`src/rtl/line_scheduler.sv`:
```
// line_scheduler: shares one line_drawer among N_REQ line clients.
// Define LINE_SCHED_PRIORITY_EN for fixed lowest-index-first arbitration.
module line_scheduler #(
   parameter int N_REQ = 2,
   parameter int W     = 11
) (
   input  logic               clk,
   input  logic               reset,
   input  logic [N_REQ-1:0]   req_valid,
   output logic [N_REQ-1:0]   req_ready,
   input  logic [N_REQ*W-1:0] req_x0,
   input  logic [N_REQ*W-1:0] req_y0,
   input  logic [N_REQ*W-1:0] req_x1,
   input  logic [N_REQ*W-1:0] req_y1,
   input  logic [N_REQ-1:0]   req_color,
   output logic [N_REQ-1:0]   req_done,
   output logic               drv_start,
   output logic [W-1:0]       drv_x0,
   output logic [W-1:0]       drv_y0,
   output logic [W-1:0]       drv_x1,
   output logic [W-1:0]       drv_y1,
   input  logic               drv_finished,
   output logic               pixel_wr,
   output logic               pixel_color,
   output logic               busy
);

   localparam int GW = (N_REQ > 1) ? $clog2(N_REQ) : 1;
   localparam logic [N_REQ-1:0] ONE = {{(N_REQ-1){1'b0}}, 1'b1};

   typedef enum logic [1:0] {
      IDLE,
      START,
      DRAW,
      DONE
   } state_t;

   typedef struct packed {
      logic         color;
      logic [W-1:0] x0;
      logic [W-1:0] y0;
      logic [W-1:0] x1;
      logic [W-1:0] y1;
   } job_t;

   state_t        state;
   state_t        state_nx;
   job_t          job_q;
   job_t          job_in;
   logic [GW-1:0] gnt_q;
   logic [GW-1:0] win;
   logic          win_vld;
   logic          accept;

`ifdef LINE_SCHED_PRIORITY_EN
   always_comb begin
      win     = '0;
      win_vld = 1'b0;
      for (int i = N_REQ - 1; i >= 0; i--) begin
         if (req_valid[i]) begin
            win     = GW'(i);
            win_vld = 1'b1;
         end
      end
   end
`else
   logic [GW-1:0] last_grant;
   logic [GW-1:0] cand;
   int            rr_idx;

   // Scan downward so the smallest offset from last_grant+1 wins.
   always_comb begin
      win     = '0;
      win_vld = 1'b0;
      cand    = '0;
      rr_idx  = 0;
      for (int k = N_REQ - 1; k >= 0; k--) begin
         rr_idx = int'(last_grant) + 1 + k;
         if (rr_idx >= N_REQ) rr_idx = rr_idx - N_REQ;
         cand = GW'(rr_idx);
         if (req_valid[cand]) begin
            win     = cand;
            win_vld = 1'b1;
         end
      end
   end

   always_ff @(posedge clk or negedge reset) begin
      if (!reset) begin
         last_grant <= GW'(N_REQ - 1);
      end else if (accept) begin
         last_grant <= win;
      end
   end
`endif

   // Gated by reset so no acceptance pulse leaks out while held in reset.
   assign accept = (state == IDLE) && win_vld && reset;

   always_comb begin
      job_in.color = req_color[win];
      job_in.x0    = req_x0[int'(win)*W +: W];
      job_in.y0    = req_y0[int'(win)*W +: W];
      job_in.x1    = req_x1[int'(win)*W +: W];
      job_in.y1    = req_y1[int'(win)*W +: W];
   end

   always_ff @(posedge clk or negedge reset) begin
      if (!reset) begin
         state <= IDLE;
         gnt_q <= '0;
         job_q <= '0;
      end else begin
         state <= state_nx;
         if (accept) begin
            gnt_q <= win;
            job_q <= job_in;
         end
      end
   end

   always_comb begin
      state_nx  = state;
      req_ready = '0;
      req_done  = '0;
      drv_start = 1'b0;
      pixel_wr  = 1'b0;
      unique case (state)
         IDLE: begin
            if (accept) begin
               req_ready = ONE << win;
               state_nx  = START;
            end
         end
         START: begin
            drv_start = 1'b1;
            state_nx  = DRAW;
         end
         DRAW: begin
            pixel_wr = !drv_finished;
            if (drv_finished) state_nx = DONE;
         end
         DONE: begin
            req_done = ONE << gnt_q;
            state_nx = IDLE;
         end
         default: state_nx = IDLE;
      endcase
   end

   assign busy        = (state != IDLE);
   assign pixel_color = job_q.color;
   assign drv_x0      = job_q.x0;
   assign drv_y0      = job_q.y0;
   assign drv_x1      = job_q.x1;
   assign drv_y1      = job_q.y1;

endmodule

```
`config.mk`:
```
export PLATFORM = sky130hd
export DESIGN_NAME = line_scheduler
export DESIGN_NICKNAME = d
export VERILOG_FILES = /design/src/rtl/line_scheduler.sv
export SDC_FILE = /design/constraint.sdc
export NUM_CORES = 1
export LEC_CHECK = 0
export CAP_MARGIN = 20
export CORE_MARGIN = 2
export CORE_UTILIZATION = 39
export DETAILED_ROUTE_END_ITERATION = 6
export PLACE_DENSITY = 0.95
export SLEW_MARGIN = 20
export SYNTH_ARGS = -nofsm -noshare
export SYNTH_HDL_FRONTEND = slang
export SYNTH_SLANG_ARGS = --single-unit
```
`constraint.sdc`:
```
create_clock -name clk -period 5.15 [get_ports clk]
set_clock_uncertainty 0.2 [all_clocks]
set_input_delay 0.7725 -clock clk [delete_from_list [all_inputs] [get_ports clk]]
set_output_delay 0.7725 -clock clk [all_outputs]
set_load 0.005 [all_outputs]
```
Yosys cells after proc, flatten, opt, wreduce, memory -nomap -nowiden
Index checks and enable logic that the tools add are counted.

Register bits: 49. Input port bits: 95. Output and inout bits: 52.

$add $sub $neg: 4. $mul: 1. Order comparisons: 5. Equal/unequal tests: 5. Shifts and indexed selects: 6. Multiplexer cells: 20. Reductions and logical operators: 6.

Operators with widths (count): $shiftx 22x32->11 (3); $shiftx 22x6->11 (1); $mux 1 (14); $mux 2 (5); $pmux 2 s4 (1); $lt 1x2->1 const B (3); $mul 1x4->5 const B (1); $eq 2x2->1 const B (2); $ne 2x2->1 const B (2); $shl 1x1->2 const A (2); $add 2x1->3 const B (1); $ge 3x2->1 const B (1); $add 1x1->2 const B (1); $eq 2x1->1 const B (1); $ge 2x2->1 const B (1); $logic_and 1x1->1 (2); $logic_not 2->1 (1); $reduce_and 2->1 (1); $reduce_bool 2->1 (1); $sub 1x1->1 const B (2); $logic_not 1->1 (1).

Longest topological paths before layout
Gate-level depths: netlist of the first run.

Word-level depth: 12. Gate-level depth with buffers: 7.

Worst setup path before layout of the first run
Ideal clock, no wire load.

Path kind: in2out. Start point: in reset. End point: out req_ready[0]. Data arrival time: 1.309 ns. Required time: 4.178 ns. Path slack: 2.869 ns. Cell stages on the path: 3. Cell sequence: nand3_1 > a21oi_4 > buf_6.

Longest elaborated chain between the ends: 3.

Ends and longest elaborated chain: from (decl) (line 8) `input logic reset,`; $logic_and 1x1->1 (line 98) `assign accept = (state == IDLE) && win_vld && reset;`; $mux 2 (line 130) `if (accept) begin`; $mux 2 (line 128) `unique case (state)`; to (decl) (line 10) `output logic [N_REQ-1:0] req_ready,`.

Every way passes these cells.

Worst setup path in the final report of the first run
Start point: in req_valid[0]. End point: out req_ready[0].

Longest elaborated chain between the ends: 8.

Ends and longest elaborated chain: from (decl) (line 9) `input logic [N_REQ-1:0] req_valid,`; $mux 1 (not written as such) (2 in a row) (line 81) `if (req_valid[cand]) begin`; $mux 1 (2 in a row) (line 81); $logic_and 1x1->1 (2 in a row) (line 98); $mux 2 * (line 130); $mux 2 * (line 128).

Mark *: on every way between the ends. The rest lies on a longest branch, timed or not. The select of a mux whose other input is x is not followed.

==> results of run 1 <==
[routing by layer]
layer	vias up	track usage
li1	943	-
met1	995	0.2489
met2	108	0.3475
met3	15	0.05281
met4	0	0.06949
met5	-	0
[registers in the layout, indices dropped and copies added (netlist names)]
register and count:
drv_y1 11, drv_y0 11, gnt_q 1, state 2
drv_x0 11, drv_x1 11, pixel_color 1, last_grant 1
[final cells by class]
| cell class | instances | share of cell area |
|---|---|---|
| Timing Repair Buffer | 150 | 0.3868 |
| Sequential cell | 49 | 0.3194 |
| Multi-Input combinational cell | 108 | 0.2351 |
| Tap cell | 72 | 0.02345 |
| Clock buffer | 6 | 0.02149 |
| Clock inverter | 2 | 0.009769 |
| Inverter | 4 | 0.003908 |
[power groups by stage]
stage	Sequential [W]	Combinational, W	Clock [W]
2_1_floorplan	0.000668	0.000386	0
3_3_place_gp	0.000658	0.000872	0
3_5_place_dp	0.000667	0.000900	0
4_1_cts	0.000664	0.000904	0.000291
5_1_grt	0.000683	0.000968	0.000305
6_report	0.000663	0.000889	0.000284
[Yosys cell counts, drive strengths merged]
library cell,number
a21o,2
a21oi,3
a221o,45
and2,46
buf,13
clkbuf,1
dfrtp,48
dfstp,1
ha,4
inv,4
mux2,1
nand3,2
nor2b,2
o211ai,1
o21ai,1
o22a,1
[cells by family (layout without fill, tap and decap cells)]
logic type / Yosys count / in the layout / synth area share
and+or+nand+nor: 50 / 50 / 0.1381
AOI/OAI and AO/OA: 53 / 53 / 0.2304
buffers and inverters: 18 / 162 / 0.06243
adders and majority gates: 4 / 4 / 0.02210
DFF: 49 / 49 / 0.5420
muxes: 1 / 1 / 0.004972
[worst max path at each step]
stage	startpoint	endpoint
floorplan	reset	req_ready[0]
global placement	req_valid[1]	req_ready[1]
detailed placement	req_valid[1]	req_ready[1]
CTS	req_valid[1]	req_ready[1]
global route	req_valid[0]	req_ready[0]
finish	req_valid[0]	req_ready[0]
[stage by stage]
stage	area, sq um	util	power (W)
after CTS	3842	0.6893	0.001859
after global routing	3842	0.6893	0.001956
after detailed placement	3722	0.6678	0.001567
after floorplan	2265	-	0.001053
after global placement	3722	0.6678	0.001530
final	3842	0.6893	0.001836
[placed cells by master, fill, tap and decap left out, drive strengths merged, types with 2 or more instances in the layout]
| cell type | n |
|---|---|
| clkbuf | 6 |
| clkdlybuf4s50 | 145 |
| inv | 4 |
| dfrtp | 48 |
| ha | 4 |
| nor2b | 2 |
| a21oi | 3 |
| a221o | 45 |
| a21o | 2 |
| and2 | 46 |
| buf | 5 |
| nand3 | 2 |
==> reports/qor.csv, run 1 <==
metric,value,unit
viasPerCell,5.271,
htree_num_levels,2,
powerDensity,477.8,nW/um^2
fin_ws,1972,ps
die_w,80.20,um
cp-end-kind,output port,
slowest_delay,600,ps
routedWlPerCell,17.00,um
setup_viol_count_final,0,
ys_seq_area_frac,0.5420,
ys_top_cells_by_area,"dfrtp_1 (53%), a221o_1 (20%), and2_0 (11%)",
clockBufferDepth,2,
met3_wirelength,512,um
p_leak,1.588,nW
core_area,5574,sq um
hold_slack,188.2,ps
cts_hold_buffers,0,
cp_slowest_cell,clkdlybuf4s50_1,
antenna_found_initial,0,
power.switching,0.0005242,W
finalNonFillerCells,391,
synth_top_area_frac,0.5304,
syn2layout_area_growth,69.67,%
fin_crit,3178,ps
syn-cell-area,2265,sq um
status,"finished, final reports clean",
antenna_left,0,
switching_share,0.2855,
cp-start-kind,input pin,
ys_ff_latch,49,
wl,6646,um
seq_area,1227,sq um
p_seq_frac,0.361,
drv_cap,0,
grt_pass1_wl,10070,um
clk_pin_slew,80,ps
grt-ovfl-total,0,
fmax,314.7,MHz
synth_warnings,0,
crit_top_cell,clkdlybuf4s50_1,
syn_inst,175,
cp_data_required_time,4180,ps
ir_drop,0.2324,mV
rows,27,
vias,2061,
drtIter0Drc,69,
hpwl,4875,um
worst_skew_pair.late_latency,290,ps
route.met2.wl,3300,um
antennaDiodeCount,0,
fillCellCount,431,
power_frac_comb,0.484,
crit_family,buffers and inverters,
rsz0062_at_grt,false,
ioPinCount,147,
rrSetupSlack,2830,ps
grt_start_max_net_pins,48,
r2r_end,drv_y0[0],
highest_layer,met4,
gp_congestion,0.7576,
p_int,0.001312,W
die_area,6432,sq um
path_max_fanout,4,
clock-root-buffer,clkbuf_8,
cp.arrival,2210,ps
reg2reg_from,state[0],
slew-limit-headroom,0.4896,
drv_slew,0,
tritoncts,yes,
rr_worst_depth,6,
path_buf_inv,2,
crit_chain,clkdlybuf4s50_1 > nand3_1 > a21oi_4 > clkdlybuf4s50_1,
hold_class,in2async,
synth_cell_types,22,
max_slew.worst_pin.slew,763.3,ps
groute.usage.overall,0.2035,
synth_area_leader_cell,dfrtp_1,
ctsResizeCount,0,
clock-sinks,49,
critical_path_class,in2out,
worst-path-stages,4,
first_pass_iters,4,
synth.net_count,274,
dp.cells,383,
syn_avg_cell_area,12.94,sq um
cts_buffers,5,
drc,0,
postCtsSetupBuffers,0,
initial_core_util,0.4063,
multi_input_area,903.4,sq um
post-place-ws,1973,ps
finalNetCount,417,
grt_pass1_vias,2064,
final-hold-violation-count,0,
p_clk_frac,0.155,
finalSetupTns,0,ps
wl_met1,2703,um
die_y,80.20,um
fin_crit_sh,0.6171,
numPortBuffers,146,
drive_above_1_share,0.06270,
No activity file was read; power rests on OpenSTA's default activity.
==> run 2: changes to the inputs <==
- CORE_UTILIZATION: 39 -> 36
- PLACE_DENSITY: 0.95 -> 0.91
- clock period: 5.15 -> 3.1 ns (I/O delays scaled with it)
==> run 2 against run 1 <==
Net effect: largest power group unchanged; power up 61%; utilization down 5.2 points; largest cell class unchanged; count of clock-buffer cells in the layout up 1; critical path depth up 1; first-iteration DRC count up 16%.
==> reports/qor.csv, run 2 (synthesized netlist as in run 1, its figures left out) <==
metric,value,unit,change
postCtsSetupBuffers,0,,unchanged
gp_congestion,0.7625,,was 0.7576
setup_viol_count_final,0,,unchanged
clock-root-buffer,clkbuf_8,,unchanged
drive_above_1_share,0.05956,,was 0.06270
drc,0,,unchanged
drv_slew,0,,unchanged
cp.arrival,1910,ps,was 2210 ps
initial_core_util,0.3780,,was 0.4063
antennaDiodeCount,0,,unchanged
routedWlPerCell,17.11,um,was 17.00 um
mostFrequentLayoutCell,clkdlybuf4s50_1,,unchanged
finalInstanceArea,3820,sq um,was 3842 sq um
finalNetCount,418,,was 417
powerDensity,771.8,nW/um^2,was 477.8 nW/um^2
hold_slack,5.528,ps,was 188.2 ps
first_pass_iters,4,,unchanged
fin_ws,528.9,ps,was 1972 ps
rsz0062_at_grt,false,,unchanged
clockBufferDepth,2,,unchanged
placed_area,3734,sq um,was 3722 sq um
layout_common_cells,"clkdlybuf4s50_1 (145), dfrtp_1 (48), a221o_1 (45), and2_0 (40), clkbuf_8 (6)",,unchanged
grt_pass1_wl,10760,um,was 10070 um
die_w,83.32,um,was 80.20 um
clock-sinks,49,,unchanged
antenna_left,0,,unchanged
hpwl,4969,um,was 4875 um
cp_data_required_time,2430,ps,was 4180 ps
cp-end-kind,output port,,unchanged
max_slew.worst_pin.slew,524.4,ps,was 763.3 ps
p_leak,1.579,nW,was 1.588 nW
slew-limit-headroom,0.6504,,was 0.4896
ir_drop,0.3585,mV,was 0.2324 mV
clk_pin_slew,80,ps,about the same
antenna_found_initial,0,,unchanged
cp-startpoint,state[0],,was req_valid[0]
worst_skew_pair.late_latency,290,ps,about the same
syn2layout_area_growth,68.67,%,was 69.67%
fmax,388.9,MHz,
final-hold-violation-count,0,,unchanged
reg2reg_from,state[0],,unchanged
finalSetupTns,0,ps,unchanged
viasPerCell,5.129,,was 5.271
fillCellCount,481,,was 431
tritoncts,yes,,unchanged
wl,6740,um,was 6646 um
cp-endpoint,req_ready[0],,unchanged
post-place-ws,525.9,ps,was 1973 ps
grt_pass1_vias,2181,,was 2064
rr_worst_depth,6,,unchanged
fin_crit_sh,0.8294,,
r2r_end,drv_y0[0],,unchanged
cts_buffers,5,,unchanged
core_area,5991,sq um,was 5574 sq um
numPortBuffers,146,,unchanged
cts_hold_buffers,0,,unchanged
ctsResizeCount,0,,unchanged
die_area,6941,sq um,was 6432 sq um
vias,2021,,was 2061
drv_cap,0,,unchanged
ioPinCount,147,,unchanged
grt-ovfl-total,0,,unchanged
path_max_fanout,6,,was 4
cp-start-kind,register,,was input pin
rrSetupSlack,1000,ps,was 2830 ps
critical_path_class,reg2out,,was in2out
status,"finished, final reports clean",,unchanged
grt_start_max_net_pins,48,,unchanged
hold_class,in2async,,unchanged
die_y,83.32,um,was 80.20 um
fin_crit,2571,ps,
rows,28,,was 27
htree_num_levels,2,,unchanged
groute.usage.overall,0.1924,,was 0.2035
drtIter0Drc,80,,was 69
[run 2: power breakdown]
| part | switching [W] | internal (W) | total (W) |
|---|---|---|---|
| clock | 0.000191 | 0.000177 | 0.000368 |
| sequential | 0.000160 | 0.000939 | 0.00110 |
| combinational | 0.000503 | 0.000979 | 0.00148 |
| total | 0.000853 | 0.00209 | 0.00295 |
[run 2: how the worst min path moves through the flow]
stage / from / endpoint / slack, ps / depth (start not counted)
final: reset / state[1] / 6 / 2
after global placement: gnt_q / gnt_q / 280 / 1
after detailed placement: gnt_q / gnt_q / 280 / 1
after global routing: reset / state[0] / 20 / 2
after floorplan: reset / drv_x0[0] / -30 / 0
after CTS: reset / state[0] / 7 / 2
[run 2: through the flow]
stage          total power [W]    util  cells
5_1_grt               0.003150  0.6376    394
2_1_floorplan         0.001750       -    175
6_report              0.002948  0.6376    394
4_1_cts               0.002991  0.6376    394
3_5_place_dp          0.002603  0.6232    387
3_3_place_gp          0.002540  0.6232    387
[run 2: area by class of cell]
type	instances	area [sq um]	share of cell area
Timing Repair Buffer	151	1494	0.3911
Sequential cell	49	1227	0.3213
Inverter	4	15.01	0.003931
Clock buffer	7	86.33	0.02260
Tap cell	75	93.84	0.02457
Multi-Input combinational cell	108	903.4	0.2365
[run 2: layer usage]
metal / GRT usage / wire length, um / up-vias
li1: - / - / 946
met4: 0.05216 / 87 / 0
met1: 0.2271 / 2732 / 976
met5: 0 / 0 / -
met3: 0.04871 / 447 / 8
met2: 0.3460 / 3473 / 91
[run 2: worst max-delay path, stage by stage, from the launching register on]
cell and delay (ps):
dfrtp_1 420, inv_1 100, ha_1 260, nand3_1 150, a21oi_4 150, clkdlybuf4s50_1 540
==> run 3: changes to the inputs <==
- clock period: 3.1 -> 2.6 ns (I/O delays scaled with it)
==> run 3 against run 2 <==
Net effect: sequential share of layout area is 0.51 points lower; hold slack better by 300 ps; utilization rose by 1.0 points; register-to-register slack got worse by 410 ps; final area is 1.6% higher; flip-flop and latch count did not move; via count is essentially flat; clock power rose by 53%.
==> reports/qor.csv, run 3 (synthesized netlist as in run 1, its figures left out) <==
metric,value,unit,change
crit_chain,dlygate4sd3_1 > buf_2 > nand3_1 > a21oi_4 > clkdlybuf4s50_1,,was inv_1 > ha_1 > nand3_1 > a21oi_4 > clkdlybuf4s50_1
syn2layout_area_growth,71.38,%,was 68.67%
antennaDiodeCount,0,,unchanged
worst_skew_pair.late_latency,290,ps,about the same
slew-limit-headroom,0.6557,,was 0.6504
tritoncts,yes,,unchanged
viasPerCell,5.080,,was 5.129
p_clk_frac,0.155,,was 0.125
gp_congestion,0.7714,,was 0.7625
grt-ovfl-total,0,,unchanged
htree_num_levels,2,,unchanged
max_slew.worst_pin.slew,516.4,ps,was 524.4 ps
path_buf_inv,3,,was 2
p_seq_frac,0.361,,was 0.373
rows,28,,unchanged
clock-sinks,49,,unchanged
cp-end-kind,output port,,unchanged
ioPinCount,147,,unchanged
power_frac_comb,0.484,,was 0.502
first_pass_iters,4,,unchanged
routedWlPerCell,16.44,um,was 17.11 um
clk_pin_slew,80,ps,about the same
ir_drop,0.5303,mV,was 0.3585 mV
drtIter0Drc,63,,was 80
hold_class,reg2reg,,was in2async
fin_ws,75.84,ps,was 528.9 ps
finalSetupTns,0,ps,unchanged
fmax,396.2,MHz,
finalInstanceArea,3881,sq um,was 3820 sq um
drive_above_1_share,0.07430,,was 0.05956
setup_viol_count_final,0,,unchanged
mostFrequentLayoutCell,clkdlybuf4s50_1,,unchanged
fin_crit,2524,ps,
groute.usage.overall,0.1895,,was 0.1924
p_int,0.002602,W,was 0.002095 W
drv_cap,0,,unchanged
die_area,6941,sq um,unchanged
cp.arrival,1930,ps,was 1910 ps
crit_family,buffers and inverters,,unchanged
path_max_fanout,6,,unchanged
final-hold-violation-count,0,,unchanged
layout_common_cells,"clkdlybuf4s50_1 (145), dfrtp_1 (48), a221o_1 (45), and2_0 (40), buf_4 (7)",,"was clkdlybuf4s50_1 (145), dfrtp_1 (48), a221o_1 (45), and2_0 (40), clkbuf_8 (6)"
fin_crit_sh,0.9708,,
finalNonFillerCells,398,,was 394
cts_buffers,5,,unchanged
die_w,83.32,um,unchanged
drv_slew,0,,unchanged
placed_area,3749,sq um,was 3734 sq um
status,"finished, final reports clean",,unchanged
slowest_delay,550,ps,was 540 ps
powerDensity,935.1,nW/um^2,was 771.8 nW/um^2
core_area,5991,sq um,unchanged
grt_pass1_wl,10790,um,was 10760 um
dp.cells,389,,was 387
cp-start-kind,input pin,,was register
post-place-ws,335.3,ps,was 525.9 ps
switching_share,0.2830,,was 0.2895
finalNetCount,421,,was 418
antenna_found_initial,0,,unchanged
grt_pass1_vias,2159,,was 2181
antenna_left,0,,unchanged
clockBufferDepth,2,,unchanged
hpwl,4716,um,was 4969 um
power.switching,0.001027,W,was 0.0008534 W
fillCellCount,470,,was 481
cp_data_required_time,2010,ps,was 2430 ps
cp_slowest_cell,dlygate4sd3_1,,was clkdlybuf4s50_1
critical_path_class,in2out,,was reg2out
numPortBuffers,146,,unchanged
clock-root-buffer,clkbuf_8,,unchanged
die_y,83.32,um,unchanged
drc,0,,unchanged
rsz0062_at_grt,false,,unchanged
wl,6544,um,was 6740 um
grt_start_max_net_pins,48,,unchanged
p_leak,1.605,nW,was 1.579 nW
vias,2022,,was 2021
initial_core_util,0.3780,,unchanged
run 3: stage by stage:
stage	total power [W]	utilization	hold WS, ps
final	0.003629	0.6479	309.0
after global routing	0.003867	0.6479	339.0
after CTS	0.003671	0.6475	316.4
after detailed placement	0.003088	0.6257	296.8
after global placement	0.003031	0.6257	280.5
after floorplan	0.002086	-	-105.6
run 3: routing by layer:
| layer | up-vias | routed length [um] | global-route usage |
|---|---|---|---|
| li1 | 953 | - | - |
| met5 | - | 0 | 0 |
| met1 | 967 | 2839 | 0.2291 |
| met4 | 0 | 47 | 0.03428 |
| met2 | 95 | 3162 | 0.3306 |
| met3 | 7 | 495 | 0.06461 |
run 3: timing repair:
item                                    CTS  global route
buffers inserted                          0             0
endpoints found under the setup margin    0             2
endpoints found under the hold margin    48             0
hold buffers                              1             0
resized for setup                         0             1
run 3: path summary, 6_finish.rpt:
path | cells after the start | from | slack [ps] | endpoint
min reg2reg | 1 | gnt_q | 310 | gnt_q
min | 1 | gnt_q | 310 | gnt_q
min in group asynchronous | 3 | reset | 550 | drv_y1[1]
max | 5 | reset | 80 | req_ready[0]
max in group asynchronous | 3 | reset | 1350 | last_grant
max reg2reg | 6 | state[0] | 590 | drv_y0[4]
run 3: power groups by stage:
| stage | combinational (W) | sequential, W | clock [W] |
|---|---|---|---|
| floorplan | 0.000764 | 0.00132 | 0 |
| global placement | 0.00172 | 0.00131 | 0 |
| detailed placement | 0.00177 | 0.00132 | 0 |
| CTS | 0.00178 | 0.00131 | 0.000576 |
| global route | 0.00190 | 0.00136 | 0.000605 |
| finish | 0.00176 | 0.00131 | 0.000563 |
run 3: layout make-up:
cell class	count	area, sq um	share of cell area
clock inverter	2	37.54	0.009671
tap	75	93.84	0.02418
multi-input combinational	108	905.9	0.2334
timing repair buffer	154	1519	0.3914
inverter	4	15.01	0.003868
clock buffer	6	82.58	0.02128
sequential	49	1227	0.3162
